<file path="src/rtl/para.sv">
// Shared flit format constants and header helpers, common to the input buffers
// and the priority reductor.
package para;
    localparam int FLIT_SIZE  = 32;
    localparam int HEADER_LEN = 2;
    localparam int CMP_POS    = 29;
    localparam int CMP_LEN    = 4;

    localparam logic [HEADER_LEN-1:0] BODY_FLIT   = 2'b00;
    localparam logic [HEADER_LEN-1:0] TAIL_FLIT   = 2'b01;
    localparam logic [HEADER_LEN-1:0] HEAD_FLIT   = 2'b10;
    localparam logic [HEADER_LEN-1:0] SINGLE_FLIT = 2'b11;

    function automatic logic [HEADER_LEN-1:0] flit_type(input logic [FLIT_SIZE-1:0] f);
        return f[FLIT_SIZE-1 -: HEADER_LEN];
    endfunction

    // A flit that opens a packet and therefore carries a meaningful priority.
    function automatic logic is_head(input logic [FLIT_SIZE-1:0] f);
        return (flit_type(f) == HEAD_FLIT) || (flit_type(f) == SINGLE_FLIT);
    endfunction
endpackage

</file>
<file path="src/rtl/flit_input_buffer_pkg.sv">
// Types local to the flit input buffer.
package flit_input_buffer_pkg;
    typedef logic [para::FLIT_SIZE-1:0] flit_t;

    typedef enum logic {
        RX_IDLE   = 1'b0,
        RX_IN_PKT = 1'b1
    } rx_state_t;
endpackage

</file>
<file path="src/rtl/flit_input_buffer_if.sv">
// Link-side and reductor-side valid/avail handshake of one flit input buffer.
interface flit_input_buffer_if;
    import flit_input_buffer_pkg::*;

    flit_t in;
    logic  in_valid;
    logic  in_avail;
    flit_t out;
    logic  out_valid;
    logic  out_avail;

    modport master (
        output in, in_valid, out_avail,
        input  in_avail, out, out_valid
    );

    modport slave (
        input  in, in_valid, out_avail,
        output in_avail, out, out_valid
    );
endinterface

</file>
<file path="src/rtl/flit_input_buffer_fifo_mem.sv">
// Flit storage array: synchronous write, asynchronous read for fall-through.
module flit_fifo_mem
    import flit_input_buffer_pkg::*;
#(
    parameter int DEPTH = 8
) (
    input  logic                     clk,
    input  logic                     we,
    input  logic [$clog2(DEPTH)-1:0] waddr,
    input  flit_t                    wdata,
    input  logic [$clog2(DEPTH)-1:0] raddr,
    output flit_t                    rdata
);

    flit_t mem [DEPTH];

    always_ff @(posedge clk) begin
        if (we) begin
            mem[waddr] <= wdata;
        end
    end

    assign rdata = mem[raddr];

endmodule

</file>
<file path="src/rtl/flit_input_buffer.sv">
// Per-input FIFO ahead of the priority reductor: framing check on entry and
// priority aging of a stalled head flit on exit.
module flit_input_buffer
    import para::*;
    import flit_input_buffer_pkg::*;
#(
    parameter int DEPTH      = 8,
    parameter int AGE_PERIOD = 8
) (
    input  logic                     clk,
    input  logic                     rst,
    flit_input_buffer_if.slave       link,
    output logic [$clog2(DEPTH):0]   occupancy,
    output logic                     proto_err
);

    localparam int AW    = $clog2(DEPTH);
    localparam int AGE_W = $clog2(AGE_PERIOD + 1);

    logic [AW:0]          wr_ptr;
    logic [AW:0]          rd_ptr;
    logic [AW:0]          count;
    logic [AGE_W-1:0]     age_cnt;
    logic [CMP_LEN-1:0]   age_off;
    rx_state_t            rx_state;
    rx_state_t            rx_next;
    logic                 accept;
    logic                 store;
    logic                 err_set;
    logic                 pop;
    logic                 stall;
    flit_t                front;
    flit_t                aged;

    function automatic logic [CMP_LEN-1:0] sat_add(input logic [CMP_LEN-1:0] a,
                                                   input logic [CMP_LEN-1:0] b);
        logic [CMP_LEN:0] s;
        s = {1'b0, a} + {1'b0, b};
        return s[CMP_LEN] ? {CMP_LEN{1'b1}} : s[CMP_LEN-1:0];
    endfunction

    // Extra pointer MSB makes count == DEPTH distinguishable from empty.
    assign count = wr_ptr - rd_ptr;

    always_comb begin
        link.in_avail  = rst && !count[AW];
        link.out_valid = rst && (count != '0);
        occupancy      = rst ? count : '0;
    end

    assign accept = link.in_valid && link.in_avail;
    assign pop    = link.out_valid && link.out_avail;
    assign stall  = link.out_valid && !link.out_avail && is_head(front);

    // Framing check: a rejected flit still completes its handshake.
    always_comb begin
        rx_next = rx_state;
        store   = 1'b0;
        err_set = 1'b0;
        if (accept) begin
            unique case (rx_state)
                RX_IDLE: begin
                    if (flit_type(link.in) == HEAD_FLIT) begin
                        store   = 1'b1;
                        rx_next = RX_IN_PKT;
                    end else if (flit_type(link.in) == SINGLE_FLIT) begin
                        store   = 1'b1;
                    end else begin
                        err_set = 1'b1;
                    end
                end
                RX_IN_PKT: begin
                    if (flit_type(link.in) == BODY_FLIT) begin
                        store   = 1'b1;
                    end else if (flit_type(link.in) == TAIL_FLIT) begin
                        store   = 1'b1;
                        rx_next = RX_IDLE;
                    end else begin
                        err_set = 1'b1;
                    end
                end
                default: rx_next = RX_IDLE;
            endcase
        end
    end

    always_ff @(posedge clk) begin
        if (!rst) begin
            rx_state <= RX_IDLE;
        end else begin
            rx_state <= rx_next;
        end
    end

    flit_fifo_mem #(
        .DEPTH (DEPTH)
    ) u_mem (
        .clk   (clk),
        .we    (store),
        .waddr (wr_ptr[AW-1:0]),
        .wdata (link.in),
        .raddr (rd_ptr[AW-1:0]),
        .rdata (front)
    );

    always_ff @(posedge clk) begin
        if (!rst) begin
            wr_ptr    <= '0;
            rd_ptr    <= '0;
            proto_err <= 1'b0;
        end else begin
            if (store) begin
                wr_ptr <= wr_ptr + (AW+1)'(1);
            end
            if (pop) begin
                rd_ptr <= rd_ptr + (AW+1)'(1);
            end
            if (err_set) begin
                proto_err <= 1'b1;
            end
        end
    end

    // Aging restarts whenever the front flit leaves or is not a packet head.
    always_ff @(posedge clk) begin
        if (!rst) begin
            age_cnt <= '0;
            age_off <= '0;
        end else if (stall) begin
            if (age_cnt == AGE_W'(AGE_PERIOD - 1)) begin
                age_cnt <= '0;
                if (age_off != {CMP_LEN{1'b1}}) begin
                    age_off <= age_off + CMP_LEN'(1);
                end
            end else begin
                age_cnt <= age_cnt + AGE_W'(1);
            end
        end else begin
            age_cnt <= '0;
            age_off <= '0;
        end
    end

    always_comb begin
        aged                        = front;
        aged[CMP_POS -: CMP_LEN]    = sat_add(front[CMP_POS -: CMP_LEN], age_off);
        link.out                    = rst ? aged : '0;
    end

endmodule

</file>
<file path="src/flat_wrapper.sv">
// flat-port wrapper written by rule: the top's interface ports become plain ports
module flit_input_buffer_flat import para::*; import flit_input_buffer_pkg::*;
#(
    parameter int DEPTH      = 8,
    parameter int AGE_PERIOD = 8
)
  (clk, rst, occupancy, proto_err, link_in, link_in_valid, link_out_avail, link_in_avail, link_out, link_out_valid);
  flit_input_buffer_if link_i ();
  input  logic clk;
  input  logic rst;
  output logic [$clog2(DEPTH):0] occupancy;
  output logic proto_err;
  input wire logic [$bits(link_i.in)-1:0] link_in;
  input wire logic [$bits(link_i.in_valid)-1:0] link_in_valid;
  input wire logic [$bits(link_i.out_avail)-1:0] link_out_avail;
  output wire logic [$bits(link_i.in_avail)-1:0] link_in_avail;
  output wire logic [$bits(link_i.out)-1:0] link_out;
  output wire logic [$bits(link_i.out_valid)-1:0] link_out_valid;
  assign link_i.in = link_in;
  assign link_i.in_valid = link_in_valid;
  assign link_i.out_avail = link_out_avail;
  assign link_in_avail = link_i.in_avail;
  assign link_out = link_i.out;
  assign link_out_valid = link_i.out_valid;
  flit_input_buffer #(.DEPTH(DEPTH), .AGE_PERIOD(AGE_PERIOD)) u_core (.clk(clk), .rst(rst), .link(link_i), .occupancy(occupancy), .proto_err(proto_err));
endmodule
</file>
<file path="config.mk">
export PLATFORM = sky130hd
export DESIGN_NAME = flit_input_buffer_flat
export DESIGN_NICKNAME = d
export VERILOG_FILES = /design/src/rtl/para.sv /design/src/rtl/flit_input_buffer_pkg.sv /design/src/rtl/flit_input_buffer_if.sv /design/src/rtl/flit_input_buffer_fifo_mem.sv /design/src/rtl/flit_input_buffer.sv /design/src/flat_wrapper.sv
export SDC_FILE = /design/constraint.sdc
export NUM_CORES = 1
export LEC_CHECK = 0
export CAP_MARGIN = 20
export CORE_ASPECT_RATIO = 1.2
export CORE_MARGIN = 2
export CORE_UTILIZATION = 45
export DETAILED_ROUTE_END_ITERATION = 16
export PLACE_DENSITY = 0.65
export RECOVER_POWER = 50
export SETUP_SLACK_MARGIN = 0.3
export SLEW_MARGIN = 10
export SYNTH_ARGS = -nofsm -noshare
export SYNTH_HDL_FRONTEND = slang
export SYNTH_HIERARCHICAL = 1
export SYNTH_SLANG_ARGS = --single-unit
</file>
<file path="constraint.sdc">
create_clock -name clk -period 5.2 [get_ports clk]
set_input_delay 0.52 -clock clk [delete_from_list [all_inputs] [get_ports clk]]
set_output_delay 0.52 -clock clk [all_outputs]
set_load 0.1 [all_outputs]
</file>
==> results of run 1 <==
area by class of cell:
cell class / count / share of cell area, %
Clock buffer: 32 / 5.323
Clock inverter: 16 / 0.5851
Tap cell: 325 / 3.117
Sequential cell: 274 / 61.74
Multi-Input combinational cell: 234 / 22.35
Timing Repair Buffer: 91 / 6.541
Inverter: 12 / 0.3453
synthesized netlist by cell type (2+ instances only):
library cell  count  area (sq um)
nor2b_1           2         12.51
a21oi_1          10         50.05
mux4_2           24         540.5
nor2_1           22         82.58
nand2_1          16         60.06
nand3_1           3         15.01
edfxtp_1        256          7687
inv_1            12         45.04
buf_1             3         11.26
buf_6             7         78.83
mux2_2           32         360.4
o31ai_1           2         15.01
nor3_1            3         15.01
and2_1           28         175.2
fa_1              2         40.04
ha_1             11         137.6
xnor2_1           6         52.55
buf_2             8         40.04
o21ai_0           3         15.01
xor2_1            3         26.28
mux4_1           40          1051
mux2i_1           6         60.06
nand2b_1          5         31.28
clkbuf_1          6         22.52
and3_2            2         15.01
nand4_1           2         12.51
dfxtp_1          18         360.4
through the flow:
| stage | setup WS [ps] | std cells |
|---|---|---|
| finish | 629.3 | 984 |
| global route | 369.6 | 984 |
| CTS | 897.7 | 984 |
| detailed placement | 1480 | 936 |
| global placement | 1499 | 936 |
| floorplan | 974.0 | 544 |
sequential cells by signal, indices dropped and copies added, names as in the netlist:
register / cells
u_core/rd_ptr: 4
u_core/wr_ptr: 4
u_core/age_cnt: 4
u_core/u_mem/mem: 256
u_core/rx_state: 1
u_core/age_off: 4
u_core/proto_err: 1
layer usage:
metal | up-vias | global-route usage, % | share of wire, %
met5 | - | 0 | 0
met2 | 111 | 28.41 | 51
met1 | 2777 | 22.30 | 43
li1 | 2414 | - | -
met4 | 0 | 4.367 | 1.7
met3 | 27 | 2.326 | 4.4
power breakdown:
group          total (mW)  internal (mW)  switching (mW)
Sequential           2.56           2.48          0.0795
Combinational        1.71          0.625            1.09
Clock                1.71          0.947           0.760
how the worst min path moves through the flow:
| stage | from | to | slack, ps | cells past startpoint |
|---|---|---|---|---|
| after floorplan | u_core/age_cnt[0]$_SDFF_PP0_ | u_core/age_cnt[0]$_SDFF_PP0_ | 440 | 1 |
| after global placement | u_core/age_cnt[0]$_SDFF_PP0_ | u_core/age_cnt[0]$_SDFF_PP0_ | 450 | 1 |
| after detailed placement | u_core/age_cnt[0]$_SDFF_PP0_ | u_core/age_cnt[0]$_SDFF_PP0_ | 470 | 1 |
| after CTS | u_core/age_cnt[0]$_SDFF_PP0_ | u_core/age_cnt[0]$_SDFF_PP0_ | 480 | 1 |
| after global routing | u_core/rd_ptr[3]$_SDFFE_PN0P_ | u_core/rd_ptr[3]$_SDFFE_PN0P_ | 510 | 1 |
| final | u_core/age_cnt[0]$_SDFF_PP0_ | u_core/age_cnt[0]$_SDFF_PP0_ | 490 | 1 |
cell families (layout without fill, tap and decap cells):
group           after synthesis  after routing
buf+inv                      36            151
mux                         102            102
fa+ha+maj                    13             13
flops                       274            274
simple gates                 90             90
compound gates               20             20
xor+xnor                      9              9
==> impl_metrics.toml, run 1 <==
[status]
status = "completed"

[synth]
syn_inst = 544
synth-xor-area-share_pct = 0.7068
syn_area_sq_um = 11150
synth_seq_cells = 274
ys_async_sr_fraction_pct = 0
synth_top_family_by_area = "multiplexers"
yosysSeqAreaShare_pct = 72.16
ys.flop_type = "edfxtp_1"
synth_mux_area_share_pct = 18.04
synthSimpleGateAreaFrac_pct = 4.353
syn_nets = 593
synth_compound_area_share_pct = 1.369
synthAdderAreaFrac_pct = 1.593
synth.yosys.warnings = 6
synth_cell_types = 39
synth_edf_count = 256
syn_avg_cell_area_sq_um = 20.50

[min_path]
hold_class = "flop to flop"

[worst_setup_path]
ff2ff_path_depth = 8
path_depth = 5
crit_slowest_cell = "clkdlybuf4s50_1"
max_stage_delay_ps = 960
required_ps = 4680
endpoint_kind = "output pin"
worst-path-buf-inv = 2
worst_path_dominant_cell_family = "buffers and inverters"
startpoint_type = "flop"
crit_start = "u_core/rd_ptr[0]$_SDFFE_PN0P_"
cp_data_arrival_time_ps = 4050
critPathKind = "flop to output pin"
crit_fanout = 31
timing.rr.start = "u_core/rd_ptr[0]$_SDFFE_PN0P_"
rr_endpoint = "u_core/u_mem/mem[4][7]$_DFFE_PP_"
reg2reg_slack_ps = 1090
crit_end = "link_out[15]"
path_cells = "clkbuf_1, mux4_1, mux2_2, and2_1, clkdlybuf4s50_1"

[route]
wirelength_um = 21070
vias_per_cell = 5.416
firstDrtPassIters = 4
drc_errors = 0
drt_iter0_drc = 343
vias = 5329
antenna_left = 0
wl_per_cell_um = 21.41

[timing]
whs_ps = 489.9
fin_crit_ps = 4571
min_period_over_period_pct = 87.90
finalClockSkew_ps = 8.446
setup_viol = 0
finalHoldViolCount = 0
report.final.slew_viol_count = 0
worst_slew_pin_slew_ps = 1169
relSlewSlack_pct = 22.41
max_freq_mhz = 218.8
rsz0062_at_grt = "false"
fin_tns_setup_ps = 0

[power]
powerDensity_nw_per_um2 = 458.3
vdd_ir_drop_max_mv = 0.2686
power.leakage_nw = 4.229
p_total_mw = 5.978

[finish]
antenna-diode-count = 0
layout_commonest_cell = "edfxtp_1"
seqCellArea_sq_um = 8054
final_cell_area_sq_um = 13050
layout_common_cells = "edfxtp_1 (256), mux4_1 (40), dlygate4sd3_1 (33)"
final_core_util_pct = 53.21
n_fill_cell = 1911
drive_gt1_share_pct = 20.49
final_nets = 689
multi_input_area_sq_um = 2915
syn2layout_area_growth_pct = 16.98

[clocking]
ctsResizeCount = 0
hold_buffers = 0
cts_made_buffers = 27
clkTransAtPathRegs_ps = 60
htree_num_levels = 1
clk_latency_ps = 520
post_cts_buffers = 0
cts_tree = "built"
clk_path_buf_depth = 3
cts_sinks = 274
cts_root_buf = "clkbuf_16"

[floorplan]
coreArea_sq_um = 24510
die_w_um = 147.7
die_area_sq_um = 26060
ios = 75
rows = 63
start_util_pct = 45.49
die_height_um = 176.5

[placed_design]
place_area_sq_um = 12340
portBuffers = 74
gp_congestion = 0.7326
hpwlAfterDp_um = 12010

[grt]
antenna_found_initial = 0
first_global_vias = 5653
track_usage_pct = 16.51
grt_pass1_wl_um = 32540
grt-ovfl-total = 0
grt_start_max_net_pins = 68

[job]
drv_cap = 0
(Power assumes the default switching activity.)
==> inputs of run 2 (changes only) <==
--- a/config.mk
+++ b/config.mk
@@ -16,5 +16,4 @@
 export SLEW_MARGIN = 10
 export SYNTH_ARGS = -nofsm -noshare
 export SYNTH_HDL_FRONTEND = slang
-export SYNTH_HIERARCHICAL = 1
 export SYNTH_SLANG_ARGS = --single-unit
==> constraint.sdc (replaced) <==
create_clock -name clk -period 4.72 [get_ports clk]
set_input_delay 0.472 -clock clk [delete_from_list [all_inputs] [get_ports clk]]
set_output_delay 0.472 -clock clk [all_outputs]
set_load 0.1 [all_outputs]
==> impl_metrics.toml, run 2 <==
[worst_setup_path]
endpoint_kind = "flop"
cp_data_arrival_time_ps = 4280
crit_fanout = 22
critPathKind = "flop to flop"
required_ps = 4930
startpoint_type = "flop"
ff2ff_path_depth = 6

[synth]
ys_async_sr_fraction_pct = 0
synth_top_area_share_pct = 69.15
synth_seq_cells = 277
syn_inst = 570
yosysSeqAreaShare_pct = 72.93
synth_edf_count = 256
syn_area_sq_um = 11120
syn_avg_cell_area_sq_um = 19.50
synth.most_common_cell = "edfxtp_1"
synth_cell_types = 48
yosys-top-cells-count = "edfxtp_1 (256), mux4_2 (64), mux2i_1 (34), nor2_1 (30), dfxtp_1 (21)"
ys.flop_type = "edfxtp_1"
synth.yosys.warnings = 0
synth_top_cell_by_area = "edfxtp_1"
netlist_top_cells_area = "edfxtp_1 (69%), mux4_2 (13%), dfxtp_1 (3.8%)"
syn_nets = 619

[clocking]
cts_sinks = 277
clk_path_buf_depth = 3
hold_buffers = 0
cts_made_buffers = 26
clk_latency_ps = 510
htree_num_levels = 1
ctsResizeCount = 0
post_cts_buffers = 0
cts_tree = "built"
cts_root_buf = "clkbuf_16"
clkTransAtPathRegs_ps = 70

[route]
vias_per_cell = 5.507
wl_per_cell_um = 21.20
drt_iter0_drc = 401
antenna_left = 0
vias = 5529
drc_errors = 0
firstDrtPassIters = 4
wirelength_um = 21290

[timing]
finalHoldViolCount = 0
worst_slew_pin_slew_ps = 2178
fin_tns_setup_ps = 0
report.final.slew_viol_count = 34
max_freq_mhz = 245.7
rsz0062_at_grt = "false"
min_period_over_period_pct = 86.24
relSlewSlack_pct = -45.22
finalClockSkew_ps = 10.00
fin_crit_ps = 4071
layout_setup_ws_ps = 649.5
setup_viol = 0

[finish]
layout_common_cells = "edfxtp_1 (256), mux4_2 (64), buf_4 (44)"
seqCellArea_sq_um = 8114
largest_register_ffs = 256
n_fill_cell = 1926
syn2layout_area_growth_pct = 17.64
final_nets = 708
multi_input_area_sq_um = 2858
layout_commonest_cell = "edfxtp_1"
drive_gt1_share_pct = 24.78
regMostFlops = "u_core.u_mem.mem"

[min_path]
hold_class = "flop to flop"
min_path_cells = 1

[grt]
first_global_vias = 5997
grt_start_max_net_pins = 42
antenna_found_initial = 1
track_usage_pct = 16.62
grt-ovfl-total = 0
grt_pass1_wl_um = 33240

[placed_design]
portBuffers = 74
gp_congestion = 0.7742
hpwlAfterDp_um = 12530
post-place-ws_ps = 1212

[floorplan]
ios = 75
coreArea_sq_um = 24510
rows = 63
die_w_um = 147.5
die_area_sq_um = 25980
die_height_um = 176.2
start_util_pct = 45.35

[status]
violations = "capacitance limit, slew limit"
status = "finished with violations"

[job]
drv_cap = 1

[power]
p_total_mw = 6.992
vdd_ir_drop_max_mv = 0.2456
powerDensity_nw_per_um2 = 534.6
power.leakage_nw = 4.161
==> run 2: changes by cell type after synthesis, sizes merged, moves of 5 or more <==
cell    previous run  this run
and2              29         3
clkbuf             6        11
mux2i              6        34
nor4               0         5
mux2              32         4
nand2             16        11
a31oi              0         5
nor3               4        12
nor2              22        30
==> run 2: worst paths after layout <==
| path | startpoint | end | slack [ps] |
|---|---|---|---|
| setup / recovery | u_core.wr_ptr[2]$_SDFFE_PN0P_ | u_core.u_mem.mem[0][31]$_DFFE_PP_ | 650 |
| hold / removal | u_core.age_cnt[0]$_SDFF_PP0_ | u_core.age_cnt[0]$_SDFF_PP0_ | 470 |
| setup reg to reg | u_core.wr_ptr[2]$_SDFFE_PN0P_ | u_core.u_mem.mem[0][31]$_DFFE_PP_ | 650 |
| hold reg to reg | u_core.age_cnt[0]$_SDFF_PP0_ | u_core.age_cnt[0]$_SDFF_PP0_ | 470 |
==> run 2: metal layers <==
metal | track usage (%) | up-vias | routed length (um)
met5 | 0 | - | 0
met4 | 4.247 | 0 | 347
met3 | 2.119 | 22 | 740
met2 | 29.93 | 103 | 11400
met1 | 21.50 | 2892 | 8792
li1 | - | 2512 | -
==> run 2: power by group <==
group | leakage, nW | internal [mW] | total [mW] | switching (mW)
Combinational | 1.26 | 0.699 | 2.00 | 1.30
Clock | 0.427 | 1.26 | 2.10 | 0.846
Sequential | 2.48 | 2.76 | 2.89 | 0.129
==> run 2: layout make-up <==
cell class	count	share of cell area [%]
inverters	14	0.4018
clock inverters	18	1.426
flip-flops and latches	277	62.05
repair buffers	86	5.922
clock buffers	29	5.224
diodes	1	0.01914
well taps	325	3.109
multi-input cells	254	21.85
==> run 2: kinds of logic after synthesis <==
| logic type | Yosys count | synth area share [%] |
|---|---|---|
| buf+inv | 39 | 1.429 |
| flops | 277 | 72.93 |
| fa+ha+maj | 13 | 1.598 |
| mux | 102 | 16.43 |
| simple gates | 89 | 4.119 |
| xor+xnor | 9 | 0.7766 |
| compound gates | 41 | 2.712 |
==> run 2: worst max-delay path, cell delays in order, from the launching register on <==
cell       delay (ps)
dfxtp_1           660
ha_1              380
a21oi_1           340
nand3_1           260
a2111oi_0        1010
nor3b_4           810
buf_12            290
==> run 2: through the flow <==
step / instance area [sq um] / std cells / utilization [%] / hold WS (ps)
6_report: 13080 / 1004 / 53.35 / 465.6
5_1_grt: 13080 / 1004 / 53.35 / 499.2
4_1_cts: 13110 / 1003 / 53.49 / 467.1
3_5_place_dp: 12240 / 956 / 49.95 / 458.4
3_3_place_gp: 12240 / 956 / 49.95 / 439.5
2_1_floorplan: 11120 / 570 / - / 431.0
==> inputs of run 3 (changes only) <==
--- a/config.mk
+++ b/config.mk
@@ -10,6 +10,7 @@
 export CORE_MARGIN = 2
 export CORE_UTILIZATION = 45
 export DETAILED_ROUTE_END_ITERATION = 16
+export GPL_ROUTABILITY_DRIVEN = 0
 export PLACE_DENSITY = 0.65
 export RECOVER_POWER = 50
 export SETUP_SLACK_MARGIN = 0.3
==> results of run 3 <==
The final DEF is identical to that of run 2; final timing and power are the same.
